**src/rtl/battleship_pkg.sv**
```systemverilog
// battleship_pkg: shared state encoding, coordinate type and game limits for shot_sequencer
package battleship_pkg;
    typedef enum logic [1:0] {IDLE, WAIT_SHOT, SCORE, DONE} state_t;
    typedef logic [3:0] coord_t;
    localparam logic [4:0] MAX_SHOTS  = 5'd20;
    localparam logic [1:0] MAX_BIG    = 2'd2;
    localparam logic [6:0] SHIP_CELLS = 7'd19;
    localparam coord_t     BOARD_MIN  = 4'd1;
    localparam coord_t     BOARD_MAX  = 4'd10;
    function automatic logic on_board(coord_t c);
        return c >= BOARD_MIN && c <= BOARD_MAX;
    endfunction
    // Row-major cell number 0..99 for on-board coordinates.
    function automatic logic [6:0] cell_idx(coord_t x, coord_t y);
        return 7'(({3'd0, y} - 7'd1) * 7'd10 + {3'd0, x} - 7'd1);
    endfunction
endpackage

```
**src/rtl/shot_board.sv**
```systemverilog
// shot_board: 100-cell record of aim cells already fired on, cleared by reset or a new game
module shot_board
    import battleship_pkg::*;
(
    input  logic   clock,
    input  logic   reset_N,
    input  logic   clear,
    input  logic   mark,
    input  coord_t mark_x,
    input  coord_t mark_y,
    input  coord_t x,
    input  coord_t y,
    output logic   fired
);
    logic [99:0] cells;
    always_ff @(posedge clock or negedge reset_N)
        if (!reset_N)
            cells <= '0;
        else if (clear)
            cells <= '0;
        else if (mark)
            cells[cell_idx(mark_x, mark_y)] <= 1'b1;
    assign fired = on_board(x) && on_board(y) && cells[cell_idx(x, y)];
endmodule

```
**src/rtl/shot_sequencer.sv**
```systemverilog
// shot_sequencer: accepts shots, drives the hit calculator and keeps the game score.
// Define SHOT_REPEAT_CHECK_EN to reject shots at cells already fired on.
module shot_sequencer
    import battleship_pkg::*;
(
    input  logic       clock,
    input  logic       reset_N,
    input  logic       StartGame,
    input  logic       ShotValid,
    output logic       ShotReady,
    input  coord_t     X,
    input  coord_t     Y,
    input  logic       BigIn,
    output coord_t     CalcX,
    output coord_t     CalcY,
    output logic       CalcBig,
    output logic       ScoreThis,
    input  logic [6:0] NumHits,
    output logic [6:0] HitsTotal,
    output logic [4:0] ShotsTaken,
    output logic [1:0] BigLeft,
    output logic       IllegalShot,
    output logic       GameWon,
    output logic       GameOver
);
    state_t     state, state_nxt;
    logic       shot_ok, take, fired, over_nxt;
    logic [7:0] hits_sum;
    logic [6:0] hits_nxt;
    logic [4:0] shots_nxt;

    assign hits_sum  = {1'b0, HitsTotal} + {1'b0, NumHits};
    assign hits_nxt  = hits_sum[7] ? 7'd127 : hits_sum[6:0];
    assign shots_nxt = ShotsTaken + 5'd1;

`ifdef SHOT_REPEAT_CHECK_EN
    shot_board u_board (
        .clock  (clock),
        .reset_N(reset_N),
        .clear  (StartGame),
        .mark   (ScoreThis && !StartGame),
        .mark_x (CalcX),
        .mark_y (CalcY),
        .x      (X),
        .y      (Y),
        .fired  (fired)
    );
`else
    assign fired = 1'b0;
`endif

    always_ff @(posedge clock or negedge reset_N)
        if (!reset_N)
            state <= IDLE;
        else
            state <= state_nxt;

    always_comb begin
        ShotReady = state == WAIT_SHOT;
        ScoreThis = state == SCORE;
        shot_ok   = on_board(X) && on_board(Y) && !(BigIn && BigLeft == 2'd0) && !fired;
        take      = ShotReady && ShotValid && !StartGame;
        over_nxt  = hits_nxt >= SHIP_CELLS || shots_nxt == MAX_SHOTS;
        state_nxt = StartGame       ? WAIT_SHOT :
                    take && shot_ok ? SCORE :
                    ScoreThis       ? (over_nxt ? DONE : WAIT_SHOT) : state;
    end

    // A new game wins over any shot or score in the same cycle.
    always_ff @(posedge clock or negedge reset_N)
        if (!reset_N) begin
            CalcX       <= '0;
            CalcY       <= '0;
            CalcBig     <= 1'b0;
            HitsTotal   <= '0;
            ShotsTaken  <= '0;
            BigLeft     <= MAX_BIG;
            IllegalShot <= 1'b0;
            GameWon     <= 1'b0;
            GameOver    <= 1'b0;
        end else if (StartGame) begin
            HitsTotal   <= '0;
            ShotsTaken  <= '0;
            BigLeft     <= MAX_BIG;
            IllegalShot <= 1'b0;
            GameWon     <= 1'b0;
            GameOver    <= 1'b0;
        end else begin
            IllegalShot <= take && !shot_ok;
            if (take && shot_ok) begin
                CalcX   <= X;
                CalcY   <= Y;
                CalcBig <= BigIn;
            end
            if (ScoreThis) begin
                HitsTotal  <= hits_nxt;
                ShotsTaken <= shots_nxt;
                BigLeft    <= CalcBig ? BigLeft - 2'd1 : BigLeft;
                GameWon    <= hits_nxt >= SHIP_CELLS;
                GameOver   <= over_nxt;
            end
        end
endmodule

```
**config.mk**
```make
export PLATFORM = sky130hd
export DESIGN_NAME = shot_sequencer
export DESIGN_NICKNAME = d
export VERILOG_FILES = /design/src/rtl/battleship_pkg.sv /design/src/rtl/shot_board.sv /design/src/rtl/shot_sequencer.sv
export SDC_FILE = /design/constraint.sdc
export NUM_CORES = 1
export LEC_CHECK = 0
export BUFFER_PORTS_ARGS = -buffer_cell sky130_fd_sc_hd__buf_2
export CAP_MARGIN = 15
export CORE_UTILIZATION = 46
export CTS_CLUSTER_DIAMETER = 40
export CTS_CLUSTER_SIZE = 30
export DETAILED_ROUTE_END_ITERATION = 6
export PLACE_DENSITY_LB_ADDON = 0.2
export SLEW_MARGIN = 20
export SYNTH_ARGS = -nofsm -noshare
export SYNTH_HDL_FRONTEND = slang
export SYNTH_SLANG_ARGS = --single-unit
```
**constraint.sdc**
```tcl
create_clock -name clock -period 1.83 [get_ports clock]
set_input_delay 0.2745 -clock clock [delete_from_list [all_inputs] [get_ports clock]]
set_output_delay 0.2745 -clock clock [all_outputs]
set_load 0.03 [all_outputs]
```
# After elaboration in Yosys (flattened, before gate mapping)
# Index checks and enable logic that the tools add are counted.
[classes] mul=0 n_eq_ne=3 add_sub_neg=3 n_div=0 n_reduce_logical=19 magnitude_cmp=5 bitwise_logic=1 n_mux=17 n_shift=0
[ops] cell="7-bit two-way mux" n=3
[ops] cell="2-bit two-way mux" n=7
[ops] cell="5-bit two-way mux" n=2
[ops] cell="1-bit logical AND" n=9
[ops] cell="7-bit by 7-bit adder with 8-bit output" n=1
[ops] cell="4-bit by 1-bit >= comparator with 1-bit output, second input constant" n=2
[ops] cell="4-bit less-or-equal comparator, second input constant" n=2
[ops] cell="7-bit by 5-bit >= comparator with 1-bit output, second input constant" n=1
[ops] cell="5-bit by 1-bit adder with 5-bit output, second input constant" n=1
[ops] cell="5-bit equality test, second input constant" n=1
[ops] cell="1-bit two-way mux" n=5
[ops] cell="2-bit AND reduction" n=2
[ops] cell="2-bit nonzero test" n=2
[ops] cell="1-bit zero test" n=3
[ops] cell="3-bit nonzero test" n=1
[ops] cell="2-bit by 1-bit equality test with 1-bit output, second input constant" n=1
[ops] cell="2-bit equality test, second input constant" n=1
[ops] cell="2-bit zero test" n=1
[ops] cell="2-bit by 1-bit subtractor with 2-bit output, second input constant" n=1
[ops] cell="1-bit logical OR" n=1
[ops] cell="1-bit inverter" n=1
[word_totals] ram_bits=0 mem_bits_ro=0 mem_count=0 latchBits=0 word_cells=58 output_inout_bits=28 regBits=28 in_bits=20

# Depth between registers and ports, before layout
# Gate-level depths: netlist (run 1).
[depth] word_depth=8 ltp_mapped=8 depth_no_buf=8

# Worst setup path after synthesis (run 1)
# OpenSTA, ideal clock, no wires.
[synth_timing] path_type="flip-flop to flip-flop" startpoint="reg HitsTotal[0]" endpoint="reg state[1]" path_buffers=0 required_time_ns=1.693 synth_period_minus_slack_ns=2.061 stages_incl_launch_ff=9 setup_ns=0.137 arrival_time_ns=1.924 slack_ns=-0.231 cell_sequence="dfrtp_1 > ha_1 > inv_1 > fa_1 > and2b_1 > o211ai_1 > nand4b_1 > o211ai_1 > a31oi_1"
[synth_via] elab_chain_len=8
[synth_rtl] element="start: declaration" line="shot_sequencer.sv:19" source="output logic [6:0] HitsTotal,"
[synth_rtl] element="start signal: assignment" line="shot_sequencer.sv:96" source="HitsTotal <= hits_nxt;"
[synth_rtl] element="7-bit by 7-bit adder with 8-bit output" line="shot_sequencer.sv:32" source="assign hits_sum = {1'b0, HitsTotal} + {1'b0, NumHits};"
[synth_rtl] element="7-bit two-way mux" line="shot_sequencer.sv:33" source="assign hits_nxt = hits_sum[7] ? 7'd127 : hits_sum[6:0];"
[synth_rtl] element="7-bit by 5-bit >= comparator with 1-bit output" line="shot_sequencer.sv:63" source="over_nxt = hits_nxt >= SHIP_CELLS || shots_nxt == MAX_SHOTS;"
[synth_rtl] element="1-bit logical OR" line="shot_sequencer.sv:63"
[synth_rtl] element="2-bit two-way mux (2 in a row)" line="shot_sequencer.sv:66" source="ScoreThis ? (over_nxt ? DONE : WAIT_SHOT) : state;"
[synth_rtl] element="2-bit two-way mux" line="shot_sequencer.sv:65" source="take && shot_ok ? SCORE :"
[synth_rtl] element="2-bit two-way mux" line="shot_sequencer.sv:64" source="state_nxt = StartGame ? WAIT_SHOT :"
[synth_rtl] element="end signal: assignment" line="shot_sequencer.sv:56" source="state <= state_nxt;"
[synth_rtl] element="end: declaration" line="shot_sequencer.sv:26" source="state_t state, state_nxt;"
# Every way passes these cells. The select of a mux whose other input is x is not followed.
# A chain may end at the register's enable or synchronous reset.

# Worst setup path after layout (run 1)
[layout_timing] startpoint="reg HitsTotal[0]" endpoint="reg GameOver"
[layout_via] elab_chain_len=6
[layout_rtl] element="7-bit by 7-bit adder with 8-bit output" line="shot_sequencer.sv:32"
[layout_rtl] element="7-bit two-way mux" line="shot_sequencer.sv:33"
[layout_rtl] element="7-bit by 5-bit >= comparator with 1-bit output" line="shot_sequencer.sv:63"
[layout_rtl] element="1-bit logical OR" line="shot_sequencer.sv:63"
[layout_rtl] element="1-bit two-way mux" line="shot_sequencer.sv:95" source="if (ScoreThis) begin"
[layout_rtl] element="1-bit two-way mux" line="shot_sequencer.sv:81" source="end else if (StartGame) begin"
[layout_rtl] element="end signal: assignment" line="shot_sequencer.sv:100" source="GameOver <= over_nxt;"
[layout_rtl] element="end: declaration" line="shot_sequencer.sv:24" source="output logic GameOver"
# Every way passes these cells. The select of a mux whose other input is x is not followed.

==> results of run 1 <==
==> cell type report <==
class,count,area [um2]
clock buffers,3,22.5
clock inverters,1,30.0
fillers,251,1080
inverters,10,40.0
multi-input cells,112,987
flip-flops and latches,28,707
well taps,46,57.6
repair buffers,69,410
==> metal layers <==
metal,up-vias,routed length [um]
li1,704,-
met1,709,1790
met2,37,2020
met3,4,148
met4,0,47
met5,-,0
==> state kept, by name, summed over array words and instances, names as in the netlist, 2 cells and up <==
register and flops:
CalcX 4, ShotsTaken 5, HitsTotal 7, state 2
BigLeft 2, CalcY 4
==> worst max-delay path by stage <==
stage,startpoint,slack [ps],end
global placement,NumHits[0],-7,state[1]$_DFFE_PN0P_
detailed placement,HitsTotal[0]$_DFFE_PN0P_,-90,GameWon$_DFFE_PN0P_
finish,HitsTotal[0]$_DFFE_PN0P_,-130,GameOver$_DFFE_PN0P_
CTS,HitsTotal[0]$_DFFE_PN0P_,-100,GameOver$_DFFE_PN0P_
global route,HitsTotal[0]$_DFFE_PN0P_,-230,GameWon$_DFFE_PN0P_
floorplan,HitsTotal[0]$_DFFE_PN0P_,-50,state[1]$_DFFE_PN0P_
==> metrics by stage <==
stage | TNS [ps] | area (um2) | instances | hold slack [ps] | utilization (%)
after global placement | -12.3 | 2040 | 257 | 321 | 61.1
after detailed placement | -252 | 2040 | 257 | 327 | 61.1
final | -519 | 2250 | 269 | 179 | 67.6
after floorplan | -143 | 1680 | 154 | -21.1 | -
after global routing | -927 | 2250 | 269 | 159 | 67.6
after CTS | -291 | 2120 | 263 | 162 | 63.4
==> worst max-delay path, delay by kind of cell, from the launching register on <==
kind                     cells  cell delay, ps
adder cells (fa/ha/maj)      2             480
AND/OR/NAND/NOR              2             480
AO/OA/AOI/OAI                3             440
flip-flops                   1             430
buffers and inverters        1              30
==> synthesized netlist by cell type, drive strengths merged, types with 2 or more instances <==
| master | count | share of area [%] |
|---|---|---|
| a211o | 2 | 1.1 |
| a211oi | 2 | 0.93 |
| a21boi | 2 | 0.93 |
| a21o | 3 | 1.4 |
| a21oi | 10 | 3.3 |
| a311oi | 6 | 3.6 |
| a31oi | 3 | 1.2 |
| and3 | 2 | 0.78 |
| buf | 3 | 1.5 |
| dfrtp | 27 | 42 |
| ha | 9 | 7.0 |
| inv | 10 | 2.3 |
| mux2 | 9 | 6.3 |
| nand2 | 7 | 1.6 |
| nand3 | 7 | 2.2 |
| nand4 | 2 | 0.78 |
| nand4b | 2 | 2.0 |
| nor2 | 17 | 4.0 |
| nor3b | 2 | 0.93 |
| nor4 | 2 | 0.78 |
| o211ai | 2 | 0.93 |
| or2 | 2 | 0.78 |
| xnor2 | 2 | 1.1 |
| xor2 | 5 | 2.7 |
==> power by group <==
part           total [W]  internal (W)  switching [W]
Clock           0.000415      0.000221       0.000193
Sequential      0.000749      0.000701      0.0000474
Combinational   0.000574      0.000228       0.000346
Total            0.00174       0.00115       0.000587
==> repair_timing <==
| action | in CTS | in global routing |
|---|---|---|
| cloned | 0 | 1 |
| gates resized for setup | 1 | 21 |
| hold buffers | 1 | 0 |
| buffers inserted | 1 | 5 |
| hold endpoints to repair | 27 | 0 |
| setup endpoints to repair | 5 | 20 |
| pin swaps | 6 | 9 |
==> logic make-up (layout without fill, tap and decap cells) <==
family / count (synthesis) / in the layout
adders and majority gates: 10 / 10
and+or+nand+nor: 48 / 48
xor gates and xnor gates: 7 / 7
DFF: 28 / 28
AOI/OAI and AO/OA: 37 / 37
buffers and inverters: 14 / 83
muxes: 10 / 10
==> impl_metrics.yaml, run 1 <==
global_routing:
  grt_pass1_wl_um: 5850
  grtUsageMet1_pct: 28.3
  grt-ovfl-total: 0
  use_met3_pct: 2.31
  antenna_found_initial: 0
  use_met2_pct: 36.0
  grt_usage_pct: 21.4
  grt_pass1_vias: 1300
  grt_max_degree: 29
  busiest_layer: "met2"
logic_synthesis:
  seq_area_frac_synth_pct: 43.5
  synth_compound_area_share_pct: 17.1
  synth_fa_ha_area_share_pct: 8.22
  synth.area.mux_share_pct: 6.90
  mappedNetlistNets: 184
  synth_xor_area_share_pct: 3.80
  synth-seq-cells: 28
  async_flop_share_pct: 100
  synth_top_family_by_area: "compound AO/OA/AOI/OAI gates"
  synth_cell_types: 47
  synth-edff-count: 0
  synthSimpleGateAreaFrac_pct: 15.9
  synth_warnings: 0
  synthFlopType: "dfrtp_1"
  syn-cell-area_mm2: 0.00161
  syn-mean-instance-area_um2: 10.5
  netlist_instances: 154
clock_tree:
  clk_pin_slew_ps: 160
  cts_buffers: 3
  clock-sinks: 28
  clk_latency_ps: 330
  cts_buffer_depth: 2
  cts-root-buf: "clkbuf_4"
  cts_tree: "built"
  htree_levels: 1
floorplan:
  die_area_mm2: 0.00375
  die_x_um: 61.2
  die_height_um: 61.2
  io-pin-count: 48
  initial_utilization_pct: 48.3
  core.rowCount: 21
  core_mm2: 0.00334
critical_path:
  crit_arrival_ps: 2180
  cp_common_cell: "o211ai_1"
  cp_slowest_cell: "dfrtp_2"
  crit_path_start_kind: "register"
  crit_chain: "ha_4 > inv_2 > fa_2 > and2b_1 > o211ai_1 > nand4b_1 > o211ai_1 > a21oi_1"
  r2r-end: "GameOver$_DFFE_PN0P_"
  slowest_delay_ps: 430
  rrSetupSlack_ps: -130
  r2r_start: "HitsTotal[0]$_DFFE_PN0P_"
  crit_fanout: 3
  required_ps: 2050
  crit_type: "reg2reg"
  reg2reg_depth: 8
  endpoint_kind: "register"
power:
  cellPowerDensity_mw_per_mm2: 771
  ir_drop_mv: 0.412
  finalPower_w: 0.00174
  leakage_nw: 1.11
status:
  outcome: "finished with violations"
  violations: "setup timing"
sta:
  maxSlewViolCount: 0
  rsz0062_at_grt: "yes"
  setup_ws_ps: -132
  setup_violations: 5
  fin_skew_ps: 1.76
  period_share_pct: 107
  relSlewSlack_pct: 58.6
  worstMarginPinSlew_ps: 622
  hold_viol: 0
  fmax_ghz: 0.510
  min_period_ps: 1960
routing:
  first_pass_iters: 4
  vias: 1454
  ant_nets: 0
  drc: 0
  via_per_inst: 5.41
  drt_iter0_drc: 54
  wl_per_cell_um: 14.9
  totalWireLength_um: 4010
min_path:
  min_path_cells: 2
  hold_start: "X[0]"
  hold_end: "CalcX[0]$_DFFE_PN0P_"
  hp-class: "in2reg"
layout:
  diodes: 0
  layout.nets: 254
  drive_gt1_share_pct: 47.1
  final_common_cell: "buf_2"
  layout_common_cells: "buf_2 (47), dfrtp_1 (23), buf_4 (19)"
  area_delta_synth_final_pct: 39.8
placed_design:
  pre_cts_ws_ps: -90.2
  hpwlAfterDp_um: 2820
  gp_congestion: 0.853
  portBuffers: 47
job:
  cap_viol_max_count: 0
Note: power is estimated with default switching activity, not from simulation.
==> run 2: changes to the inputs <==
SKIP_CTS_REPAIR_TIMING = 1   (was default)
==> run 2 against run 1 <==
  * The run still ends with setup timing left
  * Die area did not move
  * Register-to-register slack about the same
  * Final area down 0.72%
  * Clock-buffer cell count stayed put
  * Routed wire length up 1.9%
  * Fmax about the same
  * Worst setup slack is essentially flat
  * Largest power group unchanged
  * Sequential cell count unchanged
  * Global-route usage is 0.35 points lower
  * Via count increased by 0.83%
  * Cell count shrank 0.74%
  * Clock power grew 2%
==> impl_metrics.yaml, run 2 (synthesis gave the netlist of run 1 again) <==
min_path:
  hold_end: "CalcX[1]$_DFFE_PN0P_"
  min_path_cells: 2
  hp-class: "in2reg"
  hold_start: "X[1]"
layout:
  area_delta_synth_final_pct: 38.8
  layout_common_cells: "buf_2 (47), dfrtp_1 (23), nor2_1 (17), buf_4 (17), mux2_4 (9)"
  diodes: 0
  largest_reg_flops: 7
  final_common_cell: "buf_2"
  final_cells: 267
  final_cell_area_mm2: 0.00224
  layout.nets: 252
  fill_cells: 258
  top_register: "HitsTotal"
  top_regs: "HitsTotal: 7 flops, ShotsTaken: 5 flops"
  drive_gt1_share_pct: 48.4
placed_design:
  portBuffers: 47
  dpl_cell_area_mm2: 0.00204
  dpl.cell_count: 257
  hpwlAfterDp_um: 2820
  gp_congestion: 0.853
routing:
  ant_nets: 0
  drc: 0
  first_pass_iters: 6
  wl_per_cell_um: 15.3
  via_per_inst: 5.49
  vias: 1466
  totalWireLength_um: 4080
  drt_iter0_drc: 72
floorplan:
  die_height_um: 61.2
  core.rowCount: 21
  core_mm2: 0.00334
  io-pin-count: 48
  die_x_um: 61.2
  die_area_mm2: 0.00375
  initial_utilization_pct: 48.3
critical_path:
  endpoint_kind: "register"
  r2r-end: "GameOver$_DFFE_PN0P_"
  crit_fanout: 3
  slowest_delay_ps: 420
  crit_type: "reg2reg"
  cp_slowest_cell: "dfrtp_2"
  required_ps: 2060
  crit_chain: "ha_4 > inv_2 > fa_2 > and2b_1 > o211ai_1 > nand4b_1 > o211ai_1 > a21oi_1"
  cp_common_cell: "o211ai_1"
  crit_arrival_ps: 2200
  rrSetupSlack_ps: -130
  reg2reg_depth: 8
  r2r_start: "HitsTotal[0]$_DFFE_PN0P_"
  crit_path_start_kind: "register"
power:
  ir_drop_mv: 0.394
  cellPowerDensity_mw_per_mm2: 789
  leakage_nw: 1.12
status:
  violations: "setup timing"
  outcome: "finished with violations"
sta:
  fmax_ghz: 0.510
  min_period_ps: 1960
  fin_skew_ps: 2.74
  hold_viol: 0
  worstMarginPinSlew_ps: 611
  setup_ws_ps: -132
  setup_violations: 5
  period_share_pct: 107
  maxSlewViolCount: 0
  relSlewSlack_pct: 59.3
  rsz0062_at_grt: "yes"
clock_tree:
  clock-sinks: 28
  cts_buffers: 3
  clk_latency_ps: 340
  cts_tree: "built"
  cts_buffer_depth: 2
  htree_levels: 1
  cts-root-buf: "clkbuf_4"
  clk_pin_slew_ps: 160
global_routing:
  grt_max_degree: 29
  grt_pass1_vias: 1281
  grt_usage_pct: 21.0
  grt_pass1_wl_um: 5760
  antenna_found_initial: 0
  grt-ovfl-total: 0
job:
  cap_viol_max_count: 0
run 2: changes by cell type in the layout (fill, tap and decap cells not counted), sizes merged:
cell  delta
buf      -2
run 2: per-layer routing:
| metal | wire length, um | GRT usage [%] | up-vias | share of wire, % |
|---|---|---|---|---|
| met5 | 0 | 0 | - | 0 |
| met4 | 65 | 8.12 | 0 | 1.6 |
| met3 | 136 | 2.31 | 7 | 3.3 |
| met2 | 1970 | 35.1 | 38 | 48 |
| met1 | 1910 | 28.0 | 721 | 47 |
| li1 | - | - | 700 | - |
run 2: worst max-delay path by stage:
stage / from / end / slack (ps) / cells after the start
after global routing: HitsTotal[0]$_DFFE_PN0P_ / GameWon$_DFFE_PN0P_ / -240 / 8
after detailed placement: HitsTotal[0]$_DFFE_PN0P_ / GameWon$_DFFE_PN0P_ / -90 / 8
after global placement: NumHits[0] / state[1]$_DFFE_PN0P_ / -7 / 9
after floorplan: HitsTotal[0]$_DFFE_PN0P_ / state[1]$_DFFE_PN0P_ / -50 / 8
after CTS: HitsTotal[0]$_DFFE_PN0P_ / GameWon$_DFFE_PN0P_ / -130 / 8
final: HitsTotal[0]$_DFFE_PN0P_ / GameOver$_DFFE_PN0P_ / -130 / 8
run 2: metrics by stage:
stage          hold WS (ps)  total power (W)  worst slack (ps)  TNS [ps]  utilization, %
6_report                185          0.00177              -132      -572            67.1
5_1_grt                 170          0.00185              -236     -1250            67.1
4_1_cts               -63.9          0.00169              -126      -367            62.7
3_5_place_dp            327          0.00127             -90.2      -252            61.1
3_3_place_gp            321          0.00125             -6.77     -12.3            61.1
2_1_floorplan         -21.1          0.00110             -53.1      -143               -
run 2: layout make-up:
type / instances / area [um2] / share of cell area (%)
clock inverter: 1 / 30.0 / 1.34
inverter: 10 / 40.0 / 1.79
sequential: 28 / 707 / 31.6
tap: 46 / 57.6 / 2.57
multi-input combinational: 112 / 986 / 44.0
timing repair buffer: 67 / 395 / 17.7
clock buffer: 3 / 22.5 / 1.01
run 2: where the power goes:
part           switching (W)  internal [W]
Sequential         0.0000481      0.000701
Combinational       0.000346      0.000249
Clock               0.000200      0.000222
Total               0.000594       0.00117
run 2: critical path, delay by kind of cell, from the launching register on:
kind	cells	cell delay, ps
AO/OA/AOI/OAI	3	430
buffers and inverters	1	30
adder cells (fa/ha/maj)	2	480
AND/OR/NAND/NOR	2	490
flip-flops	1	420
